--- config.mk ---
export PLATFORM = sky130hd
export DESIGN_NAME = uart_ascii_rx
export DESIGN_NICKNAME = d
export VERILOG_FILES = /design/src/rtl/uart_ascii_rx.sv
export SDC_FILE = /design/constraint.sdc
export NUM_CORES = 1
export LEC_CHECK = 0
export BUFFER_PORTS_ARGS = -buffer_cell sky130_fd_sc_hd__buf_2
export CAP_MARGIN = 10
export CORE_ASPECT_RATIO = 0.6
export CORE_MARGIN = 1
export CORE_UTILIZATION = 25
export CTS_CLUSTER_SIZE = 14
export DETAILED_ROUTE_END_ITERATION = 6
export GPL_TIMING_DRIVEN = 0
export PLACE_DENSITY = 0.47
export REMOVE_ABC_BUFFERS = 1
export SLEW_MARGIN = 15
export SYNTH_ARGS = -nofsm -noshare
export SYNTH_HDL_FRONTEND = slang
export SYNTH_SLANG_ARGS = --single-unit
export TNS_END_PERCENT = 5
--- constraint.sdc ---
create_clock -name clk -period 2.5 [get_ports clk]
set_clock_uncertainty 0.1 [all_clocks]
set_input_delay 0.125 -clock clk [delete_from_list [all_inputs] [get_ports clk]]
set_output_delay 0.125 -clock clk [all_outputs]
set_load 0.02 [all_outputs]
--- src/rtl/uart_ascii_rx.sv ---
// uart_ascii_rx
// Receives 8N1 frames from the host terminal and presents each good byte
// as a one-cycle pulse for the calculator state machine.
//
// Ports:
//   clk        system clock, all logic on the rising edge
//   rst        synchronous active-high reset
//   rx         asynchronous serial line, idle high
//   data       last good received byte, held between frames
//   valid      one-cycle pulse, data is meaningful in that cycle
//   frame_err  one-cycle pulse when a stop bit reads low
//   busy       high while a frame is in progress (state other than IDLE)
//
// Handshake: data/valid is a push-only stream with no ready. The consumer
// must take data in every cycle valid is high; valid never stays high for
// more than one cycle, and consecutive pulses are at least one bit time apart.
module uart_ascii_rx #(
   parameter int CLKS_PER_BIT = 5208
) (
   input  logic       clk,
   input  logic       rst,
   input  logic       rx,
   output logic [7:0] data,
   output logic       valid,
   output logic       frame_err,
   output logic       busy
);

   localparam int HALF = CLKS_PER_BIT / 2;
   localparam int CW   = $clog2(CLKS_PER_BIT);
   localparam logic [CW-1:0] HALF_M1 = CW'(HALF - 1);
   localparam logic [CW-1:0] BIT_M1  = CW'(CLKS_PER_BIT - 1);

   typedef enum logic [1:0] {IDLE, START, DATA, STOP} state_t;

   state_t          state;
   logic [CW-1:0]   cnt;
   logic [2:0]      bit_idx;
   logic [7:0]      shift;
   logic            rx_meta;
   logic            rx_s;

   // Two-flop synchroniser; reset to the idle level so a reset never looks
   // like a start bit.
   always_ff @(posedge clk) begin
      if (rst) begin
         rx_meta <= 1'b1;
         rx_s    <= 1'b1;
      end else begin
         rx_meta <= rx;
         rx_s    <= rx_meta;
      end
   end

   always_ff @(posedge clk) begin
      if (rst) begin
         state     <= IDLE;
         cnt       <= '0;
         bit_idx   <= 3'd0;
         shift     <= 8'h00;
         data      <= 8'h00;
         valid     <= 1'b0;
         frame_err <= 1'b0;
         busy      <= 1'b0;
      end else begin
         valid     <= 1'b0;
         frame_err <= 1'b0;
         case (state)
            IDLE: begin
               if (!rx_s) begin
                  state <= START;
                  cnt   <= '0;
                  busy  <= 1'b1;
               end
            end
            START: begin
               cnt <= cnt + 1'b1;
               // Re-check the line at the middle of the start bit; a high
               // level here means the falling edge was only a glitch.
               if (cnt == HALF_M1) begin
                  cnt <= '0;
                  if (!rx_s) begin
                     state   <= DATA;
                     bit_idx <= 3'd0;
                  end else begin
                     state <= IDLE;
                     busy  <= 1'b0;
                  end
               end
            end
            DATA: begin
               cnt <= cnt + 1'b1;
               if (cnt == BIT_M1) begin
                  cnt   <= '0;
                  shift <= {rx_s, shift[7:1]};
                  if (bit_idx == 3'd7) begin
                     state <= STOP;
                  end else begin
                     bit_idx <= bit_idx + 3'd1;
                  end
               end
            end
            STOP: begin
               cnt <= cnt + 1'b1;
               // Leaving at mid-stop-bit leaves half a bit of slack so a
               // start bit right after the stop bit is not missed.
               if (cnt == BIT_M1) begin
                  cnt   <= '0;
                  state <= IDLE;
                  busy  <= 1'b0;
                  if (rx_s) begin
                     data  <= shift;
                     valid <= 1'b1;
                  end else begin
                     frame_err <= 1'b1;
                  end
               end
            end
            default: begin
               state <= IDLE;
               busy  <= 1'b0;
            end
         endcase
      end
   end

endmodule

# == Word-level counts from Yosys, hierarchy flattened ==
# Index checks and enable logic that the tools add are counted.
# word_totals
register_bits,39
wordCells,61
# classes
n_addsub,2
eq_ne,14
n_mux,23
bitwise_logic,2
n_reduce_logical,10
# ops
cell,n
2-to-1 mux 13 bit,3
one-hot mux 13 bit (3 select lines),1
!= test 2 bit (second input constant),8
AND reduction 5 bit,3
adder 13 x 1 -> 13 bit (second input constant),1
== test 13 x 12 -> 1 bit (second input constant),1
== test 13 bit (second input constant),1
2-to-1 mux 2 bit,6
2-to-1 mux 3 bit,4
one-hot mux 2 bit (4 select lines),1
2-to-1 mux 1 bit,6
one-hot mux 3 bit (2 select lines),1
== test 2 bit (second input constant),2
adder 3 x 1 -> 3 bit (second input constant),1
== test 3 bit (second input constant),1
one-hot mux 1 bit (3 select lines),1
AND reduction 3 bit,1
nonzero test 3 bit,1
OR reduction 3 bit,1
== test 2 x 1 -> 1 bit (second input constant),1
zero test 2 bit,1
inverter 1 bit,2
AND reduction 2 bit,1
nonzero test 2 bit,1
OR reduction 2 bit,1

# == Depth between registers and ports, before layout ==
# logic_depth
depth_word,4
ltp_mapped,8

# == Worst setup path after synthesis ==
# No wires, ideal clock.
# synth_timing
path_type,flip-flop to flip-flop
from,register cnt[0]
to,register bit_idx[1]
arrival_time_ns,1.821
required_ns,2.329
setup_slack_ns,0.508
stages_incl_launch_ff,8
path_buffers,1
period_less_slack_ns,1.992
path_cell_list,dfxtp_1 > ha_1 > nor3b_4 > and4_1 > buf_4 > a32oi_2 > or4b_1 > a21oi_1
# synth_via
elab_chain_len,3
# synth_rtl
item,line,source
from (decl),37,logic [CW-1:0] cnt;
from (signal assigned),77,cnt <= cnt + 1'b1;
from (signal assigned),92,cnt <= cnt + 1'b1;
from (signal assigned),104,cnt <= cnt + 1'b1;
== test 13 bit or == test 13 x 12 -> 1 bit (tied branches),"93, 80",
!= test 2 bit (no source line),--,
AND reduction 5 bit (no source line) (*),--,
to (signal assigned),99,bit_idx <= bit_idx + 3'd1;
to (decl),38,logic [2:0] bit_idx;
# Every way passes the cells marked *; elsewhere a longest branch is shown, timed or not.
# A chain may end at the register's enable or synchronous reset.

# == Final worst setup path ==
# layout_timing
from,register cnt[0]
to,register bit_idx[2]
# Same word-level chain as after synthesis.

==> metrics.yaml <==
clk_latency_ps: 280
wirelength_um: 3710
layout_commonest_cell: "dfxtp_1"
layout-drive-gt1-share: 0.153
grt_max_degree: 40
first_pass_iters: 4
die_area_um2: 7440
htreeDepth: 2
nNetsFinal: 208
postRouteAntennaNets: 0
synth_edf_count: 0
maxSlewViolCount: 0
num_rows: 23
cts_buffer_depth: 2
routedWlPerCell_um: 12.8
final_cell_mix: "dfxtp_1, nor2_1, mux2i_1"
routabilityCongestion: 0.702
cap_violations: 0
r2r_slack_ps: 200
postSynthAreaPerCell_um2: 9.14
peakVddDrop_mv: 0.288
grt_util_all_layers: 0.105
portBuffers: 13
fillerInstances: 711
finalCritPeriodShare: 0.919
max_freq_ghz: 0.435
critPathKind: "reg2reg"
critPathCaptureType: "flop"
power_density_nw_per_um2: 692
clockRootBuffer: "clkbuf_16"
min_path_type: "in2reg"
ys_seq_elements: 39
synth_flop_cell: "dfxtp_1"
critPathSlowestCell: "or4b_1"
cp_data_arrival_time_ps: 2400
stdcell_area_um2: 2060
async_flop_share: 0
synth_cell_types: 38
final.hold.worst_slack_ps: 281
cts_buffers: 5
finalSetupViolCount: 0
cp_max_fo: 6
rsz0062_at_grt: "no"
antenna_found_initial: 0
path_clk_slew_ps: 60
antenna_cells: 0
finalSetupTns_ps: 0
clock_sinks: 39
start_kind: "flop"
cts_tree: "done"
syn_area_um2: 1770
hold_viol_final: 0
leakage_nw: 0.861
seqCellArea_um2: 781
hpwl_um: 2490
slowest_delay_ps: 490
ys_seq_area_frac: 0.440
drc: 0
area_growth_pct: 16.4
multiInputGateArea_um2: 905
max_slew_margin: 0.525
path_cells: "ha_1 > nor3b_4 > and4_1 > a32oi_2 > or4b_1 > a21oi_1"
fin_util: 0.305
worstMarginPinSlew_ps: 712
io_pins: 14
vias: 1356
layout_min_cycle_time_ps: 2300
status: "finished clean"
place_area_um2: 1880
die_width_um: 111
worstPathRequired_ps: 2600
routed_via_density: 4.68
grt-ovfl-total: 0
fp.dieH_um: 67.2
ys_warn_count: 0
grt_pass1_wl_um: 6090
syn_inst: 194
coreArea_um2: 6760
start_util: 0.262
grt_pass1_vias: 1192
drt-initial-drc-count: 94
synth_stat cells (3+ instances only):
cell	n	area, um2
clkbuf_1	6	22.5
xor2_1	4	35.0
a31oi_1	4	25.0
dfxtp_1	39	781
a21oi_1	7	35.0
nand4_1	6	37.5
nand3_1	8	40.0
nor3_1	7	35.0
inv_1	3	11.3
buf_2	5	25.0
nor2_1	33	124
nand3b_1	4	30.0
mux2i_1	16	160
buf_4	3	22.5
nand2_1	7	26.3
ha_1	3	37.5
o21ai_0	3	15.0
a22oi_1	8	60.1
nor3b_1	3	22.5
report_power, final:
group	total (mW)	internal [mW]	switching (mW)
clock network	0.724	0.470	0.254
registers	0.639	0.628	0.0102
logic	0.0658	0.0205	0.0453
total	1.43	1.12	0.309
layout make-up:
class | count | area share
Sequential cell | 39 | 0.378
Timing Repair Buffer | 16 | 0.0436
Inverter | 3 | 0.00545
Tap cell | 87 | 0.0527
Clock buffer | 5 | 0.0606
Multi-Input combinational cell | 137 | 0.438
Clock inverter | 3 | 0.0212
kinds of logic (layout without fill, tap and decap cells):
group,after synthesis,in the layout,synth area share
AO/OA/AOI/OAI,27,27,0.104
XOR/XNOR,6,6,0.0296
adder cells (fa/ha/maj),3,3,0.0212
buffers and inverters,18,27,0.0522
flip-flops,39,39,0.440
multiplexers,16,16,0.0903
AND/OR/NAND/NOR,85,85,0.262
registers in the layout (all words and copies together), names as in the netlist, named ones only:
name       flops
state          1
rx_s           1
frame_err      1
busy           1
valid          1
cnt           13
shift          8
rx_meta        1
bit_idx        3
data           8
per-stage QoR:
step                power [mW]  worst slack [ps]  instances
finish                    1.43               203        290
global route              1.48              43.4        290
CTS                       1.45              37.8        290
detailed placement       0.717             -26.3        280
global placement         0.713             -9.04        279
floorplan                0.686               446        179
worst max-delay path: cells and delay by family, from the launching register on:
family | cells | cell delay [ps]
adders and majority gates | 1 | 300
AOI/OAI and AO/OA | 2 | 340
DFF | 1 | 390
and+or+nand+nor | 3 | 1100
what timing repair did:
item	CTS	global route
hold endpoints to repair	1	0
hold buffers	1	0
resized for setup	0	1
setup endpoints to repair	8	2
pin swaps	1	0
buffers inserted	1	0
routing by layer:
layer  GRT usage  vias to the layer above  routed length (um)
li1            -                      708                   -
met2       0.134                       14                1360
met1       0.157                      629                2180
met4      0.0350                        0                  46
met3      0.0350                        5                 119
met5           0                        -                   0
path summary, 6_finish.rpt:
kind                                           from  cells past startpoint                 endpoint
worst max-delay path            cnt[0]$_SDFFE_PP0N_                      6  bit_idx[2]$_SDFFE_PP0P_
worst min-delay path                            rst                      2         valid$_SDFF_PP0_
worst max register to register  cnt[0]$_SDFFE_PP0N_                      6  bit_idx[2]$_SDFFE_PP0P_
worst min register to register   rx_meta$_SDFF_PP1_                      1          rx_s$_SDFF_PP1_
(Power assumes the default switching activity.)
